<file path="config.mk">
export PLATFORM = sky130hd
export DESIGN_NAME = interval_timer_arbiter
export DESIGN_NICKNAME = d
export VERILOG_FILES = /design/src/rtl/interval_timer_arbiter.sv
export SDC_FILE = /design/constraint.sdc
export NUM_CORES = 1
export LEC_CHECK = 0
export ABC_AREA = 1
export BUFFER_PORTS_ARGS = -buffer_cell sky130_fd_sc_hd__buf_4
export CELL_PAD_IN_SITES_DETAIL_PLACEMENT = 0
export CELL_PAD_IN_SITES_GLOBAL_PLACEMENT = 2
export CORE_AREA = 2 2 67 69
export DETAILED_ROUTE_END_ITERATION = 16
export DIE_AREA = 0 0 69 71
export GPL_TIMING_DRIVEN = 0
export PLACE_DENSITY_LB_ADDON = 0.1
export SETUP_SLACK_MARGIN = 0.02
export SYNTH_ARGS = -nofsm -noshare
export SYNTH_HDL_FRONTEND = slang
export SYNTH_SLANG_ARGS = --single-unit
</file>
<file path="constraint.sdc">
create_clock -name clk -period 1.3 [get_ports clk]
set_input_delay 0.13 -clock clk [delete_from_list [all_inputs] [get_ports clk]]
set_output_delay 0.13 -clock clk [all_outputs]
set_load 0.01 [all_outputs]
</file>
<file path="src/rtl/interval_timer_arbiter.sv">
// interval_timer_arbiter
//
// Shares one WIDTH-bit up-counter between two interval-timing clients.
// Each client asks for an interval with a valid/ready handshake. A
// round-robin arbiter grants the counter to one client at a time. The
// counter then runs from 0 up to the latched length. The owning client
// gets a one-cycle done pulse when the interval ends. An abort during RUN
// cancels the interval and raises a one-cycle aborted pulse instead.
//
// State table:
//   state | meaning
//   IDLE  | counter free, count held at 0, arbitrating pending requests
//   RUN   | counter owned by 'owner', counting 0 .. len_q
//
// Ports:
//   clk        in   clock, rising edge
//   rst_n      in   synchronous active-low reset
//   req_valid  in   [1:0] pending request per client
//   req_len0   in   [WIDTH-1:0] terminal count requested by client 0
//   req_len1   in   [WIDTH-1:0] terminal count requested by client 1
//   req_ready  out  [1:0] request accepted this cycle (combinational)
//   abort      in   cancel the running interval (ignored in IDLE)
//   busy       out  counter owned (state RUN)
//   owner      out  current / last granted client
//   count      out  [WIDTH-1:0] shared counter value
//   done       out  [1:0] one-cycle completion pulse to the owner
//   aborted    out  one-cycle pulse when a running interval is cancelled

module interval_timer_arbiter #(
   parameter int WIDTH = 8
) (
   input  logic             clk,
   input  logic             rst_n,
   input  logic [1:0]       req_valid,
   input  logic [WIDTH-1:0] req_len0,
   input  logic [WIDTH-1:0] req_len1,
   output logic [1:0]       req_ready,
   input  logic             abort,
   output logic             busy,
   output logic             owner,
   output logic [WIDTH-1:0] count,
   output logic [1:0]       done,
   output logic             aborted
);

   localparam logic [0:0] IDLE = 1'b0;
   localparam logic [0:0] RUN  = 1'b1;

   logic [0:0]       state;
   logic [WIDTH-1:0] len_q;
   logic             prio;
   logic             grant;
   logic             handshake;

   // Winner selection: a lone requester wins outright; a tie goes to prio.
   always_comb begin
      grant = 1'b0;
      if (req_valid == 2'b11) begin
         grant = prio;
      end else if (req_valid[1]) begin
         grant = 1'b1;
      end
   end

   always_comb begin
      req_ready = 2'b00;
      if (state == IDLE && req_valid != 2'b00) begin
         req_ready = grant ? 2'b10 : 2'b01;
      end
   end

   assign handshake = |(req_valid & req_ready);

   always_ff @(posedge clk) begin
      if (!rst_n) begin
         state   <= IDLE;
         count   <= '0;
         len_q   <= '0;
         owner   <= 1'b0;
         prio    <= 1'b0;
         done    <= 2'b00;
         aborted <= 1'b0;
         busy    <= 1'b0;
      end else begin
         done    <= 2'b00;
         aborted <= 1'b0;
         case (state)
            IDLE: begin
               count <= '0;
               if (handshake) begin
                  len_q <= grant ? req_len1 : req_len0;
                  owner <= grant;
                  prio  <= ~grant;
                  state <= RUN;
                  busy  <= 1'b1;
               end
            end
            RUN: begin
               // Abort takes precedence over a completion in the same cycle.
               if (abort) begin
                  state   <= IDLE;
                  busy    <= 1'b0;
                  count   <= '0;
                  aborted <= 1'b1;
               end else if (count == len_q) begin
                  state <= IDLE;
                  busy  <= 1'b0;
                  count <= '0;
                  done  <= owner ? 2'b10 : 2'b01;
               end else begin
                  count <= count + 1'b1;
               end
            end
            default: begin
               state <= IDLE;
               busy  <= 1'b0;
               count <= '0;
            end
         endcase
      end
   end

endmodule
</file>
==> impl_metrics.py <==
metrics = {
    "timing": {
        "clock_skew_ps": 7.42,
        "fin_crit_ps": 1220,
        "layout_worst_path_cycle_share_pct": 94.0,
        "drv_slew": 0,
        "rsz0062_at_grt": "true",
        "slew_headroom_pct": 78.0,
        "tightest_slew_ps": 328,
        "setup_violations": 0,
        "fmax_mhz": 818,
        "hold_violations": 0,
        "post-route-worst-setup-slack_ps": 77.5,
    },
    "worst_setup_path": {
        "crit_family": "simple AND/OR/NAND/NOR gates",
        "worstPathMaxFanout": 8,
        "critical_path_required_ps": 1460,
        "criticalPathCategory": "reg2reg",
        "crit_chain": "xnor2_1 -> nand2_1 -> nor2_1 -> nand2_2 -> nand2_4 -> o21ai_0",
        "crit_path_end_kind": "flip-flop",
        "critPathBufInv": 0,
        "cp.arrival_ps": 1380,
        "crit_slowest_cell": "dfxtp_2",
        "critPathLaunchType": "flip-flop",
        "slowest_delay_ps": 400,
    },
    "global_route": {
        "globalRouteOverflowTotal": 0,
        "grt_pass1_vias": 939,
        "grt_pass1_wl_microns": 4420,
        "grt_max_degree": 14,
        "track_usage_pct": 11.3,
        "antenna_found_initial": 0,
    },
    "placement": {
        "hpwl_microns": 2030,
        "place_ws_ps": -31.9,
        "portBuffers": 34,
        "place.gp.congestion": 0.784,
        "dpl-instance-area_sq_mm": 0.00138,
    },
    "die": {
        "core_region_area_sq_mm": 0.00420,
        "die_w_microns": 69,
        "ios": 36,
        "dieArea_sq_mm": 0.00490,
        "chipHeight_microns": 71,
        "start_util_pct": 25.2,
        "std_cell_rows": 24,
    },
    "synth": {
        "synth_area_per_cell_sq_um": 7.20,
        "syn_nets": 169,
        "synth_area_sq_mm": 0.00106,
        "synth_cell_type_count": 21,
        "syn_inst": 147,
        "synth_edf_count": 0,
        "synth_ff_type": "dfxtp_1",
        "ys_async_sr_fraction_pct": 0,
        "yosysSeqAreaShare_pct": 43.5,
        "ys_warn_count": 0,
        "ys_ff_latch": 23,
    },
    "final_layout": {
        "syn2layout_area_growth_pct": 43.0,
        "mostFrequentLayoutCell": "nand2_1",
        "antenna_cells": 0,
        "mostFrequentLayoutCells": "nand2_1, buf_4, inv_1, nor2_1, dfxtp_1",
        "final_nets": 215,
        "drive_gt1_share_pct": 33.9,
        "final_cell_area_sq_mm": 0.00151,
    },
    "clock_tree": {
        "cts.path.max_buffers": 2,
        "postCtsHoldBufs": 0,
        "cts_tree": "done",
        "clock_latency_ps": 270,
        "clock-sinks": 23,
        "cts_buffers": 3,
        "htreeDepth": 1,
        "cts-root-buf": "clkbuf_8",
        "path_clk_slew_ps": 90,
    },
    "pwr": {
        "irDropWorstVdd_v": 0.000330,
        "sw_frac_of_total_pct": 29.1,
        "comb_power_share_pct": 21.8,
        "p_clk_share_pct": 29.0,
        "finalPower_mw": 1.60,
        "seqPwrFrac_pct": 49.2,
        "p_leak_nw": 0.712,
        "switchingPower_mw": 0.466,
        "intPower_mw": 1.13,
        "p_per_area_mw_per_mm2": 1060,
    },
    "routing": {
        "vias": 1013,
        "firstDrtPassIters": 3,
        "routed.top_layer": "met4",
        "post_drt_wl_per_cell_microns": 11.1,
        "met2_length_microns": 1270,
        "finalWirelength_microns": 2700,
        "met1_length_microns": 1290,
        "wl_met3_microns": 115,
        "final_antenna_net_count": 0,
        "drc": 0,
        "vias_per_cell": 4.15,
        "initialDrtViolationCount": 21,
    },
    "hold_path": {
        "min_path_type": "in2reg",
    },
    "job": {
        "maxCapViolCount": 0,
    },
    "outcome": {
        "outcome": "finished, final reports clean",
    },
}
==> worst register-to-register path: cells and delay by family (launching register included) <==
kind / cells / cell delay (ps)
xor+xnor: 1 / 140
flops: 1 / 400
compound gates: 1 / 90
simple gates: 4 / 490
==> cell families (layout without fill, tap and decap cells) <==
family,after synthesis,after routing,synth area share (%)
AND/OR/NAND/NOR,78,78,31.2
flip-flops,23,23,43.5
buffers and inverters,23,68,8.27
AO/OA/AOI/OAI,14,14,9.22
XOR/XNOR,8,8,6.62
adder cells (fa/ha/maj),1,1,1.18
==> power groups by stage <==
stage | registers, mW | logic (mW) | clock network, mW
2_1_floorplan | 0.794 | 0.176 | 0
3_3_place_gp | 0.799 | 0.292 | 0
3_5_place_dp | 0.800 | 0.296 | 0
4_1_cts | 0.788 | 0.318 | 0.483
5_1_grt | 0.795 | 0.390 | 0.520
6_report | 0.788 | 0.348 | 0.464
==> registers in the layout, indices dropped and copies added (netlist names) <==
signal / count
count: 8
len_q: 8
done: 2
aborted: 1
busy: 1
owner: 1
prio: 1
state: 1
==> synth_stat cells, types with 2 or more instances <==
master | n | area share (%)
a21oi_1 | 3 | 1.4
o211ai_1 | 2 | 1.4
nor2_1 | 16 | 5.7
inv_1 | 21 | 7.4
a31oi_1 | 4 | 2.4
nand2_1 | 51 | 18
nand3_1 | 6 | 2.8
o21ai_0 | 2 | 0.95
xor2_1 | 2 | 1.7
dfxtp_1 | 23 | 43
nor2_2 | 2 | 1.2
xnor2_1 | 6 | 5.0
==> worst paths after layout <==
path | end | cells past startpoint | slack (ps) | startpoint
max | state$_SDFF_PN0_ | 6 | 80 | count[6]$_SDFF_PP0_
min | len_q[5]$_SDFFE_PN0P_ | 3 | 120 | req_len0[5]
max reg2reg | state$_SDFF_PN0_ | 6 | 80 | count[6]$_SDFF_PP0_
min reg2reg | done[0]$_SDFF_PP0_ | 1 | 440 | owner$_SDFFE_PN0P_
==> stage by stage <==
step,utilization [%],hold slack (ps),instances,setup TNS [ps]
finish,36.0,116,244,0
global route,36.0,112,244,-17.9
CTS,34.9,110,239,0
detailed placement,32.8,394,233,-31.9
global placement,32.8,387,233,-27.2
floorplan,-,264,147,0
==> layout make-up <==
| type | instances | area (sq um) |
|---|---|---|
| Clock buffer | 3 | 41.3 |
| Sequential cell | 23 | 470 |
| Buffer | 1 | 5.00 |
| Multi-Input combinational cell | 101 | 533 |
| Tap cell | 52 | 65.1 |
| Fill cell | 483 | 2690 |
| Timing Repair Buffer | 41 | 312 |
| Clock inverter | 1 | 5.00 |
| Inverter | 22 | 82.6 |
==> repair_timing <==
| action | 4_1_cts | 5_1_grt |
|---|---|---|
| pin swaps | 2 | 3 |
| buffers inserted | 2 | 5 |
| endpoints found under the setup margin | 10 | 10 |
| endpoints found under the hold margin | 0 | 0 |
| gates resized for setup | 10 | 5 |
==> per-layer routing <==
| layer | global-route usage [%] | vias to the layer above |
|---|---|---|
| met5 | 0 | - |
| met4 | 4.14 | 0 |
| met3 | 2.56 | 4 |
| met2 | 17.9 | 20 |
| met1 | 15.1 | 453 |
| li1 | - | 536 |
Power figures use the tool's default switching activity.
